**src/rtl/async_fifo_wr_ctrl.sv**
```systemverilog
// Write-side controller for the dual-clock pointer FIFO: accepts producer words, drives the
// RAM write port, keeps binary/Gray write pointers and derives full, almost-full, level and overflow.
module async_fifo_wr_ctrl #(
   parameter int WIDTH        = 8,
   parameter int ADDR_W       = 3,
   parameter int AFULL_THRESH = 6
) (
   input  logic              in_clk,
   input  logic              reset,
   input  logic              wr_en,
   input  logic [WIDTH-1:0]  wr_data,
   input  logic              clr_ovf,
   input  logic [ADDR_W:0]   rptr_gray_async,
   output logic [ADDR_W:0]   wptr_gray,
   output logic              mem_we,
   output logic [ADDR_W-1:0] mem_waddr,
   output logic [WIDTH-1:0]  mem_wdata,
   output logic              fifo_f,
   output logic              fifo_af,
   output logic [ADDR_W:0]   wr_level,
   output logic              overflow
);

   localparam logic [ADDR_W:0] AF_TH = AFULL_THRESH[ADDR_W:0];

   function automatic logic [ADDR_W:0] gray2bin(input logic [ADDR_W:0] g);
      logic [ADDR_W:0] b;
      b = g;
      for (int i = ADDR_W - 1; i >= 0; i--) b[i] = b[i+1] ^ g[i];
      return b;
   endfunction

   logic [ADDR_W:0] wbin;
   logic [ADDR_W:0] rq1, rq2;
   logic [ADDR_W:0] rbin;
   logic [ADDR_W:0] wbin_next, wgray_next, lvl_next, full_gray;
   logic            push;

   assign push      = wr_en & ~fifo_f;
   assign mem_we    = push;
   assign mem_waddr = wbin[ADDR_W-1:0];
   assign mem_wdata = wr_data;

   assign rbin       = gray2bin(rq2);
   assign wbin_next  = wbin + {{ADDR_W{1'b0}}, push};
   assign wgray_next = wbin_next ^ (wbin_next >> 1);
   assign lvl_next   = wbin_next - rbin;
   // Write pointer is a full lap ahead of the read pointer: top two Gray bits inverted.
   assign full_gray  = {~rq2[ADDR_W:ADDR_W-1], rq2[ADDR_W-2:0]};

   always_ff @(posedge in_clk or posedge reset) begin
      if (reset) begin
         rq1       <= '0;
         rq2       <= '0;
         wbin      <= '0;
         wptr_gray <= '0;
         fifo_f    <= 1'b0;
         fifo_af   <= 1'b0;
         wr_level  <= '0;
         overflow  <= 1'b0;
      end else begin
         rq1       <= rptr_gray_async;
         rq2       <= rq1;
         wbin      <= wbin_next;
         wptr_gray <= wgray_next;
         fifo_f    <= (wgray_next == full_gray);
         fifo_af   <= (lvl_next >= AF_TH);
         wr_level  <= lvl_next;
         // Set wins over clear on the same edge.
         if (wr_en & fifo_f)
            overflow <= 1'b1;
         else if (clr_ovf)
            overflow <= 1'b0;
      end
   end

endmodule

```
**config.mk**
```make
export PLATFORM = sky130hd
export DESIGN_NAME = async_fifo_wr_ctrl
export DESIGN_NICKNAME = d
export VERILOG_FILES = /design/src/rtl/async_fifo_wr_ctrl.sv
export SDC_FILE = /design/constraint.sdc
export NUM_CORES = 1
export LEC_CHECK = 0
export ABC_CLOCK_PERIOD_IN_PS = 2050
export BUFFER_PORTS_ARGS = -buffer_cell sky130_fd_sc_hd__buf_2
export CORE_UTILIZATION = 41
export DETAILED_ROUTE_END_ITERATION = 6
export PLACE_DENSITY = 0.83
export SYNTH_ARGS = -nofsm -noshare
export SYNTH_HDL_FRONTEND = slang
export SYNTH_SLANG_ARGS = --single-unit
```
**constraint.sdc**
```tcl
create_clock -name in_clk -period 2.05 [get_ports in_clk]
set_input_delay 0.615 -clock in_clk [delete_from_list [all_inputs] [get_ports in_clk]]
set_output_delay 0.615 -clock in_clk [all_outputs]
set_load 0.005 [all_outputs]
```
==> results of run 1 <==
[power by group]
part | switching [mW] | total [mW] | internal, mW
combinational | 0.477 | 1.08 | 0.605
clock | 0.126 | 0.234 | 0.109
sequential | 0.0920 | 0.692 | 0.600
[final cells by class]
class / count / area share (%)
clock buffer: 4 / 2.959
inverter: 8 / 2.449
timing repair buffer: 34 / 16.33
sequential: 22 / 44.90
tap: 28 / 2.857
multi-input combinational: 32 / 30.51
[metrics by stage]
step / utilization (%) / instances
6_report: 55.97 / 128
5_1_grt: 55.97 / 128
4_1_cts: 54.94 / 126
3_5_place_dp: 52.94 / 122
3_3_place_gp: 52.94 / 122
2_1_floorplan: - / 70
[worst min-delay path, cell delays in order]
cell and delay [ns]:
sky130_fd_sc_hd__buf_2 0.09, sky130_fd_sc_hd__inv_1 0.04, sky130_fd_sc_hd__buf_4 0.27
[synth_stat cells]
cell type and count:
sky130_fd_sc_hd__a21o_1 1, sky130_fd_sc_hd__a21oi_1 1, sky130_fd_sc_hd__nand3_1 2, sky130_fd_sc_hd__xor2_2 2
sky130_fd_sc_hd__xor2_1 5, sky130_fd_sc_hd__fa_1 1, sky130_fd_sc_hd__xnor2_1 5, sky130_fd_sc_hd__dfrtp_1 22
sky130_fd_sc_hd__nor2b_1 1, sky130_fd_sc_hd__buf_4 8, sky130_fd_sc_hd__or3_1 2, sky130_fd_sc_hd__ha_1 5
sky130_fd_sc_hd__a22oi_1 1, sky130_fd_sc_hd__inv_1 8, sky130_fd_sc_hd__xor3_1 1, sky130_fd_sc_hd__nand2_1 2
sky130_fd_sc_hd__o21ai_0 2, sky130_fd_sc_hd__nand3_2 1
[how the worst min path moves through the flow]
| stage | to | start | cells past startpoint |
|---|---|---|---|
| floorplan | rq2[0]$_DFF_PP0_ | rq1[0]$_DFF_PP0_ | 0 |
| global placement | rq2[3]$_DFF_PP0_ | rq1[3]$_DFF_PP0_ | 0 |
| detailed placement | rq2[3]$_DFF_PP0_ | rq1[3]$_DFF_PP0_ | 0 |
| CTS | rq1[0]$_DFF_PP0_ | reset | 3 |
| global route | rq1[1]$_DFF_PP0_ | reset | 3 |
| finish | rq1[0]$_DFF_PP0_ | reset | 3 |
[registers in the layout, indices dropped and copies added (netlist names)]
| name | flops |
|---|---|
| rq2 | 4 |
| wr_level | 4 |
| fifo_f | 1 |
| wptr_gray | 3 |
| fifo_af | 1 |
| rq1 | 4 |
| overflow | 1 |
| wbin | 4 |
[metal layers]
layer	up-vias	track usage (%)	share of wire [%]
met5	-	0	0
met4	0	10.00	1.5
met3	2	3.704	6.6
met2	23	23.65	52
met1	271	14.57	40
li1	269	-	-
[cell families after synthesis]
| family | count (synthesis) |
|---|---|
| compound gates | 5 |
| xor+xnor | 13 |
| fa+ha+maj | 6 |
| buf+inv | 16 |
| flops | 22 |
| simple gates | 8 |
[what timing repair did]
action / 4_1_cts / 5_1_grt
gates cloned: 0 / 0
gates resized for setup: 1 / 1
buffers inserted: 0 / 2
setup endpoints to repair: 1 / 2
hold endpoints to repair: 0 / 0
pin swaps: 1 / 2
==> run summary, run 1 <==
Entering global routing, the biggest net connects 23 pins. The critical path data required time is 2.26 ns. For this design, the slowest cell found on the critical path is sky130_fd_sc_hd__ha_4. The kind of cell with the highest combined delay along the critical path is adder cells. The highest net fanout along the worst path came out at 3. In the final layout, the multi-input gates occupy 374.1 um2. The boundary pin count came out at 39. The layout has 179 filler cells.

The area taken by flip-flops and latches is 550.5 um2. Once routing completed, OpenROAD measured the worst setup slack at 0.01749 ns. The worst slack on hold paths is 0.3059 ns. The number of distinct library cells after synthesis is 18.

At the end of routability-driven placement, the weighted congestion stood at 0.7922. At the later pin of the worst-skew pair, clock insertion delay measures 0.31 ns. The final critical path time including I/O delays and setup is 2.033 ns.

The first-pass GRT wire length is 2.408 mm. The worst slew margin relative to its limit came out at 80.56%. The initial core utilization came out at 43.06%. The measured slew at the worst slew-check pin came out at 0.2913 ns.

The capturing element of the worst setup path is fifo_af$_DFF_PP0_. The most common cell type on the critical path is sky130_fd_sc_hd__ha_4. The summed area of non-filler cells in the final layout came out at 1226 um2.

Of the total synthesized cell area, the portion taken by full adders, half adders and majority gates is 8.753%. The proportion of synthesized chip area in sequential cells is 58.36%. The hold violation count in the final report came out at 0.

The worst register-to-register path ends at fifo_af$_DFF_PP0_. The height of the die came out at 49.97 um. The fraction of synthesized cell area in xor and xnor cells is 15.25%. The kind of launch point of the worst setup path is an input pin. The dominant cell type by area after synthesis is sky130_fd_sc_hd__dfrtp_1. The width of the chip came out at 49.97 um. The max-slew violation count came to 0. After clock tree synthesis, the clock-pin slew on the worst setup and hold paths is 0.11 ns. The root buffer cell is sky130_fd_sc_hd__clkbuf_4. The die covers 2497 um2. The largest clock skew in the final design is 0.003179 ns. The worst register-to-register path begins at fifo_f$_DFF_PP0_.

The net count after synthesis is 92. The fraction of layout cells with a size suffix above 1 is 47.00%. Counting the buffers created by CTS gives 3.

The first detailed-routing pass ran for 3 iterations. The post-synthesis compound-gate area fraction is 3.183%. The detailed-route wire length per cell is 10.93 um. The critical path goes through buf_2 > nor2b_4 > ha_4 > ha_4 > xor2_4 > ha_4 > nand2_1 > o21ai_1 > xor3_1 > a21o_1. The average cell area after synthesis is 13.48 um2. The number of global-route vias before repair is 577. The placed instance area came out at 1160 um2. The peak supply drop came out at 0.6879 mV. For this run the aggregate overflow at the end of global routing stands at 0.

The final period utilization came out at 99.15%. The number of hold-repair buffers added at the cts stage came out at 0. The post-placement worst setup slack is -0.3239 ns. The class of the worst hold path is input pin to async pin. The share of cell area taken by muxes after synthesis is 0%. The worst setup path is captured at a flip-flop. From synthesis to final layout, the design area changed by 29.97%. The number of nets in the finished design is 123.

The summed instance area of the synthesized netlist is 943.4 um2. In this run, synthesis produced a sequential element count of 22. The arrival time of the worst setup path is 2.24 ns.

The aggregate routed wire length is 1.399 mm. By area, the combinational part of the netlist is dominated by XOR/XNOR gates. In this run the tool buffered the top-level ports with 22 buffer cells. The worst setup path is of the input pin to flip-flop kind.

After layout, the design draws a total of 2.009 mW. The flow ran to the end, and the final reports show no timing, DRC or antenna violations. The half-perimeter wire length of the detailed placement result came out at 1.062 mm. The CTS H-tree depth is 1. The initial antenna violation count came out at 0. The critical path starts at wr_en. The number of max-cap violations came out at 0. TritonCTS built the clock tree. After detailed routing, the number of vias per cell comes to 4.414. The highest clock rate came out at 492.0 MHz. The final routed DRC violation total is 0. No sink is reached through more buffers than the 2 on the longest clock path.

The overall via count from detail_route is 565. In the synthesized netlist, the number of instances is 70. The core footprint is 2191 um2. The depth of the critical timing path with buffers and inverters included is 10. The total inserted antenna cells came out at 0.

The total power per unit cell area came out at 1638 nW/um2. For this run, the slowest stage of the critical path takes 0.28 ns. By area the synthesized netlist is led by sky130_fd_sc_hd__dfrtp_1, sky130_fd_sc_hd__ha_1, sky130_fd_sc_hd__buf_4. The count of final setup violators is 0.

The library cells used most frequently in the layout, excluding fill and tap cells, are sky130_fd_sc_hd__dfrtp_1, sky130_fd_sc_hd__buf_2, sky130_fd_sc_hd__buf_4, sky130_fd_sc_hd__inv_1. Setup repair after global routing could not meet its margin everywhere. The number of sinks handled by clock tree synthesis came out at 22. The count of buffering cells on the critical path with inverters included is 1.

The accumulated negative setup slack is 0 ns. The share of Yosys cell area claimed by the top area cell type is 58.36%. The path depth of the worst reg2reg path is 9.

For this design the static power due to leakage is 0.6122 nW. The floorplan has 17 rows. Once detail routing completed, the nets flagged for antenna violations numbered 0.

The simple-gate share of the synthesized area came out at 4.907%. Global routing consumed, over all layers together, 13.87% of the routing resources. The setup slack on the worst flop-to-flop path came out at 0.07 ns. The initial detailed-routing violation count came out at 3. The number of synthesis warnings came out at 0.
Power figures use the tool's default switching activity.
==> inputs of run 2 (changes only) <==
--- a/config.mk
+++ b/config.mk
@@ -11,2 +11,3 @@
 export DETAILED_ROUTE_END_ITERATION = 6
+export GPL_TIMING_DRIVEN = 0
 export PLACE_DENSITY = 0.83
==> constraint.sdc (replaced) <==
create_clock -name in_clk -period 2.05 [get_ports in_clk]
set_input_delay 0.3075 -clock in_clk [delete_from_list [all_inputs] [get_ports in_clk]]
set_output_delay 0.3075 -clock in_clk [all_outputs]
set_load 0.005 [all_outputs]
==> run summary, run 2 (synthesis gave the netlist of run 1 again) <==
The floorplan has 17 rows. The critical path data required time is 2.25 ns. The weighted congestion at the end of routability-driven global placement came out at 0.7063. The worst flop-to-flop path endpoint is fifo_af$_DFF_PP0_.

The flow ran to the end, and the final reports show no timing, DRC or antenna violations. The clock network power share came out at 11.5%. The reg-to-reg critical path startpoint is fifo_f$_DFF_PP0_. The CTS tree is built. The hold path depth is 1. The peak supply drop is 0.6688 mV. The clock buffer count from CTS came out at 3. The number of placed instances, taps included, is 128.

The number of nets with antenna violations after routing is 0. The highest net fanout along the worst path is 3. The number of max-cap violations is 0. The number of vias per cell after detailed routing came out at 4.338.

Summed over all nets, the switching power comes to 0.6829 mW. Across the routed clock network, the largest skew measured is 0.002600 ns. Net switching is 35.00% of the power.

0 antenna diodes ended up in the layout. Cell internal power was estimated by the tool at 1.268 mW. The worst setup path is launched from a flip-flop. The part of the power in registers is 35.3%.

After detailed routing, the number of remaining DRC violations is 0. The detailed-route wire length per cell came out at 10.17 um. The filler cell count in the final layout came out at 180. The leakage component of the power came out at 0.6525 nW. The worst hold path terminates at rq1[0]$_DFF_PP0_. The max-slew violation count came out at 0. The tree is rooted in a sky130_fd_sc_hd__clkbuf_4. The aggregate routed wire length came out at 1.413 mm. The worst setup path is captured at a flip-flop.

The number of global-route vias before repair came out at 538. The total global-route track usage is 13.02%. The min-delay analysis places its worst path in the category input pin to flip-flop. Measured in cells, the most critical reg-to-reg path has a length of 9. The signed area change from the synthesized netlist to the final layout is 36.21%. Excluding fillers, the count of instances in the completed layout stands at 139. The width of the chip came out at 49.97 um. The number of detailed-routing iterations run before antenna repair is 1. After global routing the overflow that remains totals 0.

The multi-input gate area in the final layout came out at 369.1 um2. The boundary pin count is 39. The CTS H-tree depth is 1. The most common cell after layout, fill and taps aside is sky130_fd_sc_hd__buf_2. Port buffering added 30 buffers.

The placed instance area came out at 1177 um2. The setup slack on the worst flop-to-flop path came out at 0.08 ns. The count of final setup violators came out at 0. The area of the die came out at 2497 um2.

Once detailed placement completed, the half-perimeter wirelength came to 1.033 mm. The final period utilization came out at 96.05%. The critical path is of the flip-flop to flip-flop type.

The highest clock rate came out at 507.9 MHz. The clock passes through at most 2 buffers. The overall via count from detail_route is 603. The share of total power in combinational logic came out at 53.2%.

With fillers left out, the area of the finished cells amounts to 1285 um2. The core footprint came out at 2191 um2. The initial antenna violation count was 0.

The arrival time of the worst setup path came out at 2.16 ns. Across the whole layout, storage elements account for 551.8 um2. The worst slew margin relative to its limit is 48.12%. The final critical path time including I/O delays and setup is 1.969 ns.

The hold violation count in the final report came out at 0. After the first detailed-routing iteration, the DRC count stood at 0. The register clock-pin slew on the reported worst setup and hold paths came out at 0.11 ns.

The top cell types in the final layout, fill and taps aside, are sky130_fd_sc_hd__buf_2, sky130_fd_sc_hd__dfrtp_1, sky130_fd_sc_hd__buf_4, sky130_fd_sc_hd__inv_1. The total power per unit cell area came out at 1518 nW/um2. The post-route netlist has 53.15% of its cells at a drive strength greater than 1. Setup repair after global routing could not meet its margin everywhere. The design draws 1.951 mW. The measured slew at the worst slew-check pin is 0.7773 ns.

Measured along the y axis, the die boundary spans 49.97 um. The source-to-sink clock delay at the later pin of the worst-skew pair is 0.29 ns. The final layout contains 134 nets. The initial core utilization is 43.06%. The number of sinks handled by clock tree synthesis is 22.

The first global-routing pass estimated 2.318 mm of wire. Entering global routing, the biggest net connects 23 pins. The launch point of the worst hold path is rptr_gray_async[0].
[run 2: cell count changes in the layout (fill, tap and decap cells not counted)]
cell	before	now
sky130_fd_sc_hd__dfrtp_1	22	21
sky130_fd_sc_hd__buf_4	12	15
sky130_fd_sc_hd__nor2b_2	0	1
sky130_fd_sc_hd__buf_2	22	30
sky130_fd_sc_hd__nor2b_4	1	0
sky130_fd_sc_hd__dfrtp_2	0	1
[run 2: power by group through the flow]
stage               Sequential [mW]  Clock, mW  Combinational [mW]
floorplan                     0.717          0               0.668
global placement              0.688          0               0.920
detailed placement            0.699          0               0.965
CTS                           0.690      0.236                1.00
global route                  0.709      0.253                1.18
finish                        0.689      0.225                1.04
[run 2: layer usage]
metal | GRT usage (%) | wire (um) | part of all wire, % | vias up
li1 | - | - | - | 296
met1 | 13.39 | 544 | 38 | 276
met2 | 24.10 | 767 | 54 | 31
met3 | 4.630 | 101 | 7.1 | 0
met4 | 4.286 | 0 | 0 | 0
met5 | 0 | 0 | 0 | -
[run 2: worst max path at each step]
stage	start	end	slack (ns)
floorplan	fifo_f$_DFF_PP0_	fifo_af$_DFF_PP0_	0.005
global placement	wr_en	fifo_af$_DFF_PP0_	-0.08
detailed placement	wr_en	fifo_af$_DFF_PP0_	-0.14
CTS	fifo_f$_DFF_PP0_	fifo_af$_DFF_PP0_	0.0003
global route	fifo_f$_DFF_PP0_	fifo_af$_DFF_PP0_	-0.02
finish	fifo_f$_DFF_PP0_	fifo_af$_DFF_PP0_	0.08
[run 2: final cells by class]
class | count | area share, %
tap | 28 | 2.726
clock buffer | 4 | 2.824
inverter | 8 | 2.337
sequential | 22 | 42.94
buffer | 8 | 4.674
timing repair buffer | 37 | 15.77
multi-input combinational | 32 | 28.72
[run 2: what timing repair did]
item                                    in CTS  in global routing
gates resized for setup                      1                  2
buffers inserted                             3                  4
pin swaps                                    2                  3
cloned                                       0                  0
endpoints found under the setup margin       2                  2
hold buffers                                 0                  0
[run 2: stage by stage]
step	TNS, ns	worst slack [ns]	hold WS (ns)	utilization [%]
3_5_place_dp	-0.1360	-0.1360	0.3347	53.74
2_1_floorplan	0	0.005239	0.2967	-
5_1_grt	-0.02348	-0.01758	0.07811	58.65
3_3_place_gp	-0.07915	-0.07915	0.3323	53.74
6_report	0	0.08106	0.1097	58.65
4_1_cts	0	0.0002560	0.09818	56.77
[run 2: critical path, stage by stage (launching register included)]
cell	delay, ns
sky130_fd_sc_hd__dfrtp_1	0.41
sky130_fd_sc_hd__nor2b_2	0.17
sky130_fd_sc_hd__ha_4	0.17
sky130_fd_sc_hd__ha_4	0.15
sky130_fd_sc_hd__xor2_4	0.19
sky130_fd_sc_hd__ha_4	0.23
sky130_fd_sc_hd__a21oi_1	0.11
sky130_fd_sc_hd__o21ai_1	0.09
sky130_fd_sc_hd__xor3_1	0.21
sky130_fd_sc_hd__a21o_1	0.16
